`src/rtl/fifo_ctrl_pkg.sv`:
```
// rtl/fifo_ctrl_pkg.sv - shared FIFO indices, depth defaults and threshold field layout
//
// Purpose: constants shared by the FIFO status monitor and its per-FIFO counters.
// Bit order of every 5-bit status vector: [4]=MF, [3]=VC0, [2]=VC1, [1]=D0, [0]=D1.
package fifo_ctrl_pkg;

    localparam int N_FIFO = 5;

    localparam int IDX_MF  = 4;
    localparam int IDX_VC0 = 3;
    localparam int IDX_VC1 = 2;
    localparam int IDX_D0  = 1;
    localparam int IDX_D1  = 0;

    localparam int DEPTH_MF_DEF = 4;
    localparam int DEPTH_VC_DEF = 16;
    localparam int DEPTH_D_DEF  = 4;

    localparam int UMB_W = 14;

    // Margin field offset/width inside umbrales_I
    localparam int OFF_MF  = 12;
    localparam int W_MF    = 2;
    localparam int OFF_VC0 = 8;
    localparam int W_VC0   = 4;
    localparam int OFF_VC1 = 4;
    localparam int W_VC1   = 4;
    localparam int OFF_D0  = 2;
    localparam int W_D0    = 2;
    localparam int OFF_D1  = 0;
    localparam int W_D1    = 2;

endpackage

```
`src/rtl/fifo_level_counter.sv`:
```
// rtl/fifo_level_counter.sv - occupancy counter with sticky error and level flags for one FIFO
//
// Purpose: tracks one FIFO's word count (0..DEPTH) from push/pop strobes and
// produces registered status flags computed from the post-update count.
// Ports:
//   clk, reset        clock, asynchronous active-high reset
//   push, pop         one-word write/read strobes
//   margin            threshold margin already selected for this edge
//   err_clear         clears the sticky error bit (a new error the same cycle wins)
//   error             sticky overflow/underflow flag
//   empty             count == 0
//   almost_full       count >= DEPTH - margin
//   almost_empty      count <= margin
module fifo_level_counter
    import fifo_ctrl_pkg::*;
#(
    parameter int DEPTH = 4,
    parameter int MW    = 2
) (
    input  logic          clk,
    input  logic          reset,
    input  logic          push,
    input  logic          pop,
    input  logic [MW-1:0] margin,
    input  logic          err_clear,
    output logic          error,
    output logic          empty,
    output logic          almost_full,
    output logic          almost_empty
);

    localparam int CW = $clog2(DEPTH) + 1;
    localparam logic [CW-1:0] DEPTH_C = CW'(DEPTH);

    logic [CW-1:0] count_q;
    logic [CW-1:0] count_d;
    logic          err_set;
    logic [CW-1:0] margin_ext;
    logic [CW-1:0] full_level;

    // Margin is narrower than the counter, so DEPTH - margin never wraps.
    assign margin_ext = CW'(margin);
    assign full_level = DEPTH_C - margin_ext;

    always_comb begin
        count_d = count_q;
        err_set = 1'b0;
        unique case ({push, pop})
            2'b10: begin
                if (count_q == DEPTH_C) err_set = 1'b1;
                else                    count_d = count_q + 1'b1;
            end
            2'b01: begin
                if (count_q == '0) err_set = 1'b1;
                else               count_d = count_q - 1'b1;
            end
            default: ;  // idle or simultaneous push+pop: count holds, even at 0 or DEPTH
        endcase
    end

    always_ff @(posedge clk or posedge reset) begin
        if (reset) begin
            count_q      <= '0;
            error        <= 1'b0;
            empty        <= 1'b1;
            almost_full  <= 1'b0;
            almost_empty <= 1'b1;
        end else begin
            count_q      <= count_d;
            error        <= err_set | (error & ~err_clear);
            empty        <= (count_d == '0);
            almost_full  <= (count_d >= full_level);
            almost_empty <= (count_d <= margin_ext);
        end
    end

endmodule

```
`src/rtl/flow_status_monitor.sv`:
```
// rtl/flow_status_monitor.sv - occupancy/status generator for the MF, VC0, VC1, D0, D1 FIFOs
//
// Purpose: holds the active threshold word and instantiates one level counter per FIFO.
// Ports:
//   clk, reset     clock, asynchronous active-high reset
//   umbrales_I     packed margins {MF[13:12], VC0[11:8], VC1[7:4], D0[3:2], D1[1:0]}
//   umbral_load    captures umbrales_I into the threshold register
//   push, pop      per-FIFO strobes
//   err_clear      clears all sticky error bits
//   FIFO_error     sticky overflow/underflow flags
//   FIFO_empty     count == 0
//   almost_full    count >= DEPTH - margin
//   almost_empty   count <= margin
module flow_status_monitor
    import fifo_ctrl_pkg::*;
#(
    parameter int DEPTH_MF = DEPTH_MF_DEF,
    parameter int DEPTH_VC = DEPTH_VC_DEF,
    parameter int DEPTH_D  = DEPTH_D_DEF
) (
    input  logic             clk,
    input  logic             reset,
    input  logic [UMB_W-1:0] umbrales_I,
    input  logic             umbral_load,
    input  logic [4:0]       push,
    input  logic [4:0]       pop,
    input  logic             err_clear,
    output logic [4:0]       FIFO_error,
    output logic [4:0]       FIFO_empty,
    output logic [4:0]       almost_full,
    output logic [4:0]       almost_empty
);

    logic [UMB_W-1:0] umb_q;
    logic [UMB_W-1:0] umb_d;

    // Counters see the post-load thresholds so a load takes effect on the same edge.
    assign umb_d = umbral_load ? umbrales_I : umb_q;

    always_ff @(posedge clk or posedge reset) begin
        if (reset) umb_q <= '0;
        else       umb_q <= umb_d;
    end

    fifo_level_counter #(.DEPTH(DEPTH_MF), .MW(W_MF)) u_mf (
        .clk(clk), .reset(reset),
        .push(push[IDX_MF]), .pop(pop[IDX_MF]),
        .margin(umb_d[OFF_MF +: W_MF]), .err_clear(err_clear),
        .error(FIFO_error[IDX_MF]), .empty(FIFO_empty[IDX_MF]),
        .almost_full(almost_full[IDX_MF]), .almost_empty(almost_empty[IDX_MF])
    );

    fifo_level_counter #(.DEPTH(DEPTH_VC), .MW(W_VC0)) u_vc0 (
        .clk(clk), .reset(reset),
        .push(push[IDX_VC0]), .pop(pop[IDX_VC0]),
        .margin(umb_d[OFF_VC0 +: W_VC0]), .err_clear(err_clear),
        .error(FIFO_error[IDX_VC0]), .empty(FIFO_empty[IDX_VC0]),
        .almost_full(almost_full[IDX_VC0]), .almost_empty(almost_empty[IDX_VC0])
    );

    fifo_level_counter #(.DEPTH(DEPTH_VC), .MW(W_VC1)) u_vc1 (
        .clk(clk), .reset(reset),
        .push(push[IDX_VC1]), .pop(pop[IDX_VC1]),
        .margin(umb_d[OFF_VC1 +: W_VC1]), .err_clear(err_clear),
        .error(FIFO_error[IDX_VC1]), .empty(FIFO_empty[IDX_VC1]),
        .almost_full(almost_full[IDX_VC1]), .almost_empty(almost_empty[IDX_VC1])
    );

    fifo_level_counter #(.DEPTH(DEPTH_D), .MW(W_D0)) u_d0 (
        .clk(clk), .reset(reset),
        .push(push[IDX_D0]), .pop(pop[IDX_D0]),
        .margin(umb_d[OFF_D0 +: W_D0]), .err_clear(err_clear),
        .error(FIFO_error[IDX_D0]), .empty(FIFO_empty[IDX_D0]),
        .almost_full(almost_full[IDX_D0]), .almost_empty(almost_empty[IDX_D0])
    );

    fifo_level_counter #(.DEPTH(DEPTH_D), .MW(W_D1)) u_d1 (
        .clk(clk), .reset(reset),
        .push(push[IDX_D1]), .pop(pop[IDX_D1]),
        .margin(umb_d[OFF_D1 +: W_D1]), .err_clear(err_clear),
        .error(FIFO_error[IDX_D1]), .empty(FIFO_empty[IDX_D1]),
        .almost_full(almost_full[IDX_D1]), .almost_empty(almost_empty[IDX_D1])
    );

endmodule

```
`config.mk`:
```
export PLATFORM = sky130hd
export DESIGN_NAME = flow_status_monitor
export DESIGN_NICKNAME = d
export VERILOG_FILES = /design/src/rtl/fifo_ctrl_pkg.sv /design/src/rtl/fifo_level_counter.sv /design/src/rtl/flow_status_monitor.sv
export SDC_FILE = /design/constraint.sdc
export NUM_CORES = 1
export LEC_CHECK = 0
export ABC_AREA = 1
export CORE_ASPECT_RATIO = 0.75
export CORE_MARGIN = 4
export CORE_UTILIZATION = 57
export CTS_CLUSTER_DIAMETER = 80
export DETAILED_ROUTE_END_ITERATION = 7
export PLACE_DENSITY = 0.89
export SLEW_MARGIN = 10
export SYNTH_ARGS = -nofsm -noshare
export SYNTH_HDL_FRONTEND = slang
export SYNTH_SLANG_ARGS = --single-unit
```
`constraint.sdc`:
```
create_clock -name clk -period 2.93 [get_ports clk]
set_clock_uncertainty 0.15 [all_clocks]
set_input_delay 0.4395 -clock clk [delete_from_list [all_inputs] [get_ports clk]]
set_output_delay 0.4395 -clock clk [all_outputs]
set_load 0.01 [all_outputs]
```
==> run metrics, run 1 <==
status=finished clean; initial core utilization=0.6056; PnR Total Power=between 3000 and 4000 uW; hold slack=approximately 180 ps; later-pin clock latency in the skew report=~300 ps; fin cells=619; Cell Area, Synth=~4000 sq um; Synthesized Nets=581; routability congestion estimate from global placement=between 0.9 and 1; total gr overflow=0; row count=25; Antenna Nets Post-Route=0; Setup TNS=0 ps; CTS clk-pin slew, worst paths=about 100 ps; Tmin final=between 2000 and 3000 ps; CP Class=flop to flop; First DRT Iteration DRCs=approximately 120; fin. max-slew vios=0; Worst setup SP type=flop; flop2flop setup slack=310 ps; Slew headroom=0.6343; Root Driver=clkbuf_8; Max Clock Freq=roughly 380 MHz; post-synthesis sequential area ratio=0.3398; CTS tree=yes; die area=approximately 8300 sq um; first-pass GRT wire length=13680 um; hold buffer count at cts=0; Final Setup Violations=0; Hold/Removal Path Class=input port to async pin; period utilization=0.8931; All-Layer GR Usage=0.1977; number of fill cells=~530; antenna violations before repair=0; DR DRC count=0; largest net degree at the start of global routing=47; max_cap viols=0; number of port buffers=47; Avg Vias per Cell=between 5 and 6; Least-Margin Pin Slew=548.5 ps; H-tree depth=2; clock buffer depth=2; library cells used by synthesis=36; final wirelength=7939 um; die width=around 100 um; Layout Utilization=0.6919; Cells after Synth=501; Detailed Place HPWL=around 6400 um; Die Y=80 um; share of cells above drive strength 1=0.09851; Req. time, crit path=around 3000 ps; Worst VDD drop=~420 uV; vias in the first global route=between 3000 and 4000; drt first pass iters=4; synthesized area per cell=7.864 sq um; antenna cells=0; post-CTS setup buffer count=0; # clock sinks=53; detailed-route wire length per cell=12.83 um; Ys Warns=0; Arrival @ worst endpoint=between 2000 and 3000 ps; CTS buffer count=5; CP max FO=5; CTS resizes=0; Core ar.=6506 sq um; placed insts=roughly 610; Fin. Hold Viols=0; RSZ-0062 raised after global routing=no; I/O Pins=48; Via Count=around 3200; CP Capture Type=flop; Layout area overhead=14.26%; Yosys reg bits=53; # nets final=between 600 and 700; Pwr Density=between 700 and 800 nW/um^2; P_leak=0.002357 uW
cells in the final DEF, fill, tap and decap left out, drive strengths merged, types with 10 or more instances in the layout:
master,instances
ha,52
dfstp,10
nand2,90
nand3,30
o21ai,41
a21oi,24
clkdlybuf4s50,47
dfrtp,43
inv,120
nor2,23
worst max-delay path: stages, from the launching register on:
cell and delay, ps:
dfrtp_1 440, inv_1 160, ha_1 300, nand3_2 140
o22ai_2 190, nor2_2 60, o21a_1 210, ha_1 300
inv_1 80, nand2_1 70, a21oi_1 130, nand2_1 60
inv_1 50, nand2_1 40, nand3_1 70, nand2_1 50
worst paths after layout:
| path | startpoint | to | depth (start not counted) |
|---|---|---|---|
| worst max-delay path | u_vc0.count_q[0] | u_vc0.almost_full | 15 |
| worst min-delay path | reset | umb_q[1] | 2 |
| worst max register to register | u_vc0.count_q[0] | u_vc0.almost_full | 15 |
| worst min register to register | u_mf.error | u_mf.error | 2 |
| max in group asynchronous | reset | u_vc1.empty | 3 |
| min in group clk | u_mf.error | u_mf.error | 2 |
power breakdown:
part / internal [uW] / switching (uW)
clock network: 256 / 246
logic: 823 / 1050
registers: 988 / 167
cell families after synthesis:
family	share of synthesized area
adders and majority gates	0.1651
xor gates and xnor gates	0.02223
DFF	0.3398
and+or+nand+nor	0.1683
buffers and inverters	0.1616
AOI/OAI and AO/OA	0.1429
metal layers:
layer,part of all wire,track usage
met2,0.50,0.3709
met1,0.44,0.2362
met5,0,0
met4,0.012,0.04250
met3,0.045,0.03961
registers in the layout (all words and copies together) (netlist names), 3 cells and up:
name           count
u_mf.count_q       3
u_d0.count_q       3
u_vc0.count_q      5
u_vc1.count_q      5
u_d1.count_q       3
umb_q             14
per-stage QoR:
stage	setup slack, ps	instance area (sq um)
after global placement	165.6	4387
after CTS	345.9	4502
final	313.2	4502
after global routing	136.4	4502
after floorplan	658.6	3940
after detailed placement	30.49	4387
layout make-up:
cell class,instances,area [sq um],share of cell area
Clock buffer,5,68.82,0.01529
Clock inverter,3,46.29,0.01028
Inverter,121,454.2,0.1009
Multi-Input combinational cell,303,1964,0.4364
Sequential cell,53,1339,0.2974
Tap cell,81,101.3,0.02251
Timing Repair Buffer,53,528.0,0.1173
Yosys cell counts (all sizes together):
master	count	area share
inv	120	0.11
nand2	90	0.091
ha	52	0.17
dfrtp	43	0.27
o21ai	41	0.060
nand3	30	0.042
a21oi	24	0.030
buf	24	0.046
nor2	23	0.027
dfstp	10	0.067
o211ai	6	0.011
o21bai	5	0.0095
xnor2	5	0.011
xor2	5	0.011
a22oi	4	0.0076
o22ai	4	0.0079
nand4	3	0.0048
nor3	3	0.0038
o221ai	3	0.0067
a21o	2	0.0038
a31o	1	0.0022
a31oi	1	0.0016
clkinv	1	0.00095
o21a	1	0.0019
Note: power is estimated with default switching activity, not from simulation.
==> run 2: changes to the inputs <==
--- a/config.mk
+++ b/config.mk
@@ -8,10 +8,11 @@
 export ABC_AREA = 1
 export CORE_ASPECT_RATIO = 0.75
 export CORE_MARGIN = 4
-export CORE_UTILIZATION = 57
+export CORE_UTILIZATION = 45
+export CTS_BUF_LIST = sky130_fd_sc_hd__clkbuf_4 sky130_fd_sc_hd__clkbuf_8 sky130_fd_sc_hd__clkbuf_16
 export CTS_CLUSTER_DIAMETER = 80
 export DETAILED_ROUTE_END_ITERATION = 7
-export PLACE_DENSITY = 0.89
+export PLACE_DENSITY = 0.75
 export SLEW_MARGIN = 10
 export SYNTH_ARGS = -nofsm -noshare
 export SYNTH_HDL_FRONTEND = slang
==> run 2 against run 1 <==
Cell count rose by 4.4%. Worst setup slack better by 61 ps. Sequential share of layout area down 0.54 points. Critical endpoint unchanged. Die area up 24%. Fmax increased by 2.4%. Combinational power fell by 3%. Power is 1.5% higher. Routed wire length fell by 5.4%. Clock power increased by 20%.
==> run metrics, run 2 (same netlist as run 1, synthesis figures left out) <==
status=finished clean; Fin. Hold Viols=0 (unchanged); RSZ-0062 raised after global routing=no; hold buffer count at cts=0 (unchanged); die area=10330 sq um (+24%); Detailed Place HPWL=6017 um (-6.6%); Die Y=89.04 um (+11%); Arrival @ worst endpoint=2580 ps (-100 ps); commonest cells after routing, fill and taps aside=112 x inv_1, 84 x nand2_1, 52 x ha_1, 47 x clkdlybuf4s50_1, 43 x dfrtp_1; # nets final=617 (unchanged); detailed-route wire length per cell=11.62 um (-9.4%); Worst path slowest cell=dfrtp_1; Layout area overhead=16.39%; largest registers=umb_q (14), u_vc0.count_q (5), u_vc1.count_q (5); Core ar.=8491 sq um (+30%); fin. max-slew vios=0 (unchanged); antenna cells=0 (unchanged); Setup TNS=0 ps (unchanged); routability congestion estimate from global placement=0.9139 (-1.6%); DR DRC count=0 (unchanged); Most flops, register=umb_q; Least-Margin Pin Slew=394.0 ps (-154.5 ps); max incr delay on CP=400 ps (-40 ps); die width=116.0 um (+12%); Max Clock Freq=391.2 MHz (+2.4%); CP Class=flop to flop; All-Layer GR Usage=0.1597 (-0.03804); Antenna Nets Post-Route=0 (unchanged); Root Driver=clkbuf_16; CTS tree=yes; max_cap viols=0 (unchanged); Req. time, crit path=2960 ps (-30 ps); Layout Utilization=0.5401 (-0.1518); final wirelength=7509 um (-5.4%); Pwr Density=781.7 nW/um^2 (-0.39%); Final Setup Violations=0 (unchanged); drt first pass iters=5 (+1); CP Capture Type=flop; max reg flops=14 (unchanged); Avg Vias per Cell=4.915 (-4.4%); vias in the first global route=3168 (-1.0%); CTS clk-pin slew, worst paths=70 ps (-30 ps); Worst VDD drop=335.0 uV (-20%); FF-to-FF Start=u_vc0.count_q[0]; clock buffer depth=2 (unchanged); hold slack=363.1 ps (+179.6 ps); CP max FO=5 (unchanged); I/O Pins=48 (unchanged); crit-path cells=inv_1 > ha_1 > nand3_2 > o22ai_2 > nor2_2 > o21a_1 > ha_1 > inv_1 > nand2_1 > a21oi_1 > nand2_1 > inv_1 > nand2_1 > nand3_1 > nand2_1; row count=29 (+16%); CTS resizes=0 (unchanged); H-tree depth=2 (unchanged); # clock sinks=53 (unchanged); initial core utilization=0.4640 (-0.1415); Slew headroom=0.7361 (+0.1018); largest net degree at the start of global routing=54 (+15%); Hold/Removal Path Class=input port to async pin; cell mode on critical path=nand2_1; share of cells above drive strength 1=0.09851 (unchanged); period utilization=0.8724 (-0.02071); CP startpoint=u_vc0.count_q[0]; antenna violations before repair=0 (unchanged); First DRT Iteration DRCs=128 (+4.9%); P_leak=0.002384 uW (+1.1%); Via Count=3175 (-0.22%); total gr overflow=0 (unchanged); first-pass GRT wire length=13600 um (-0.56%); post-CTS setup buffer count=0 (unchanged); CTS buffer count=5 (unchanged); later-pin clock latency in the skew report=280 ps (-20 ps); most common cell after layout, fill and taps aside=inv_1; Tmin final=2556 ps (-60.69 ps); number of port buffers=47 (unchanged); Worst setup SP type=flop
run 2: changes by cell type in the layout (fill, tap and decap cells not counted):
cell / change
clkbuf_16: +5
clkbuf_8: -4
buf_12: +1
buf_4: -1
bufinv_16: -1
clkinv_2: +1
clkinvlp_4: -1
run 2: power breakdown:
group | total (uW) | switching, uW | internal, uW
registers | 1150 | 161 | 989
logic | 1830 | 1010 | 820
clock network | 601 | 261 | 340
total | 3580 | 1440 | 2150
run 2: worst paths after layout:
kind | endpoint | depth (start not counted) | slack (ps)
worst min register to register | umb_q[6] | 2 | 380
worst min-delay path | umb_q[10] | 3 | 360
worst max-delay path | u_vc0.almost_full | 15 | 370
worst max register to register | u_vc0.almost_full | 15 | 370
max in group asynchronous | u_d0.almost_empty | 3 | 1970
min in group clk | umb_q[6] | 2 | 380
run 2: layout make-up:
class	count	area, sq um
clock buffers	6	138.9
multi-input cells	303	1964
clock inverters	2	13.76
well taps	108	135.1
flip-flops and latches	53	1339
repair buffers	53	540.5
inverters	121	454.2
fillers	785	3905
run 2: stage by stage:
step	cells	setup slack (ps)	total power, uW	area (sq um)
6_report	646	373.9	3585	4586
5_1_grt	646	122.4	3942	4586
4_1_cts	646	370.3	3611	4586
3_5_place_dp	638	94.27	2995	4433
3_3_place_gp	638	116.6	2915	4433
2_1_floorplan	501	658.6	2561	3940
run 2: per-layer routing:
layer / routed length (um) / GRT usage
met5: 0 / 0
met4: 69 / 0.03688
met3: 258 / 0.02639
met2: 3679 / 0.2877
met1: 3502 / 0.2026
run 2: critical path: cells and delay by family (launching register included):
kind | cells | cell delay [ps]
flops | 1 | 400
fa+ha+maj | 2 | 610
buf+inv | 3 | 260
simple gates | 7 | 490
compound gates | 3 | 550
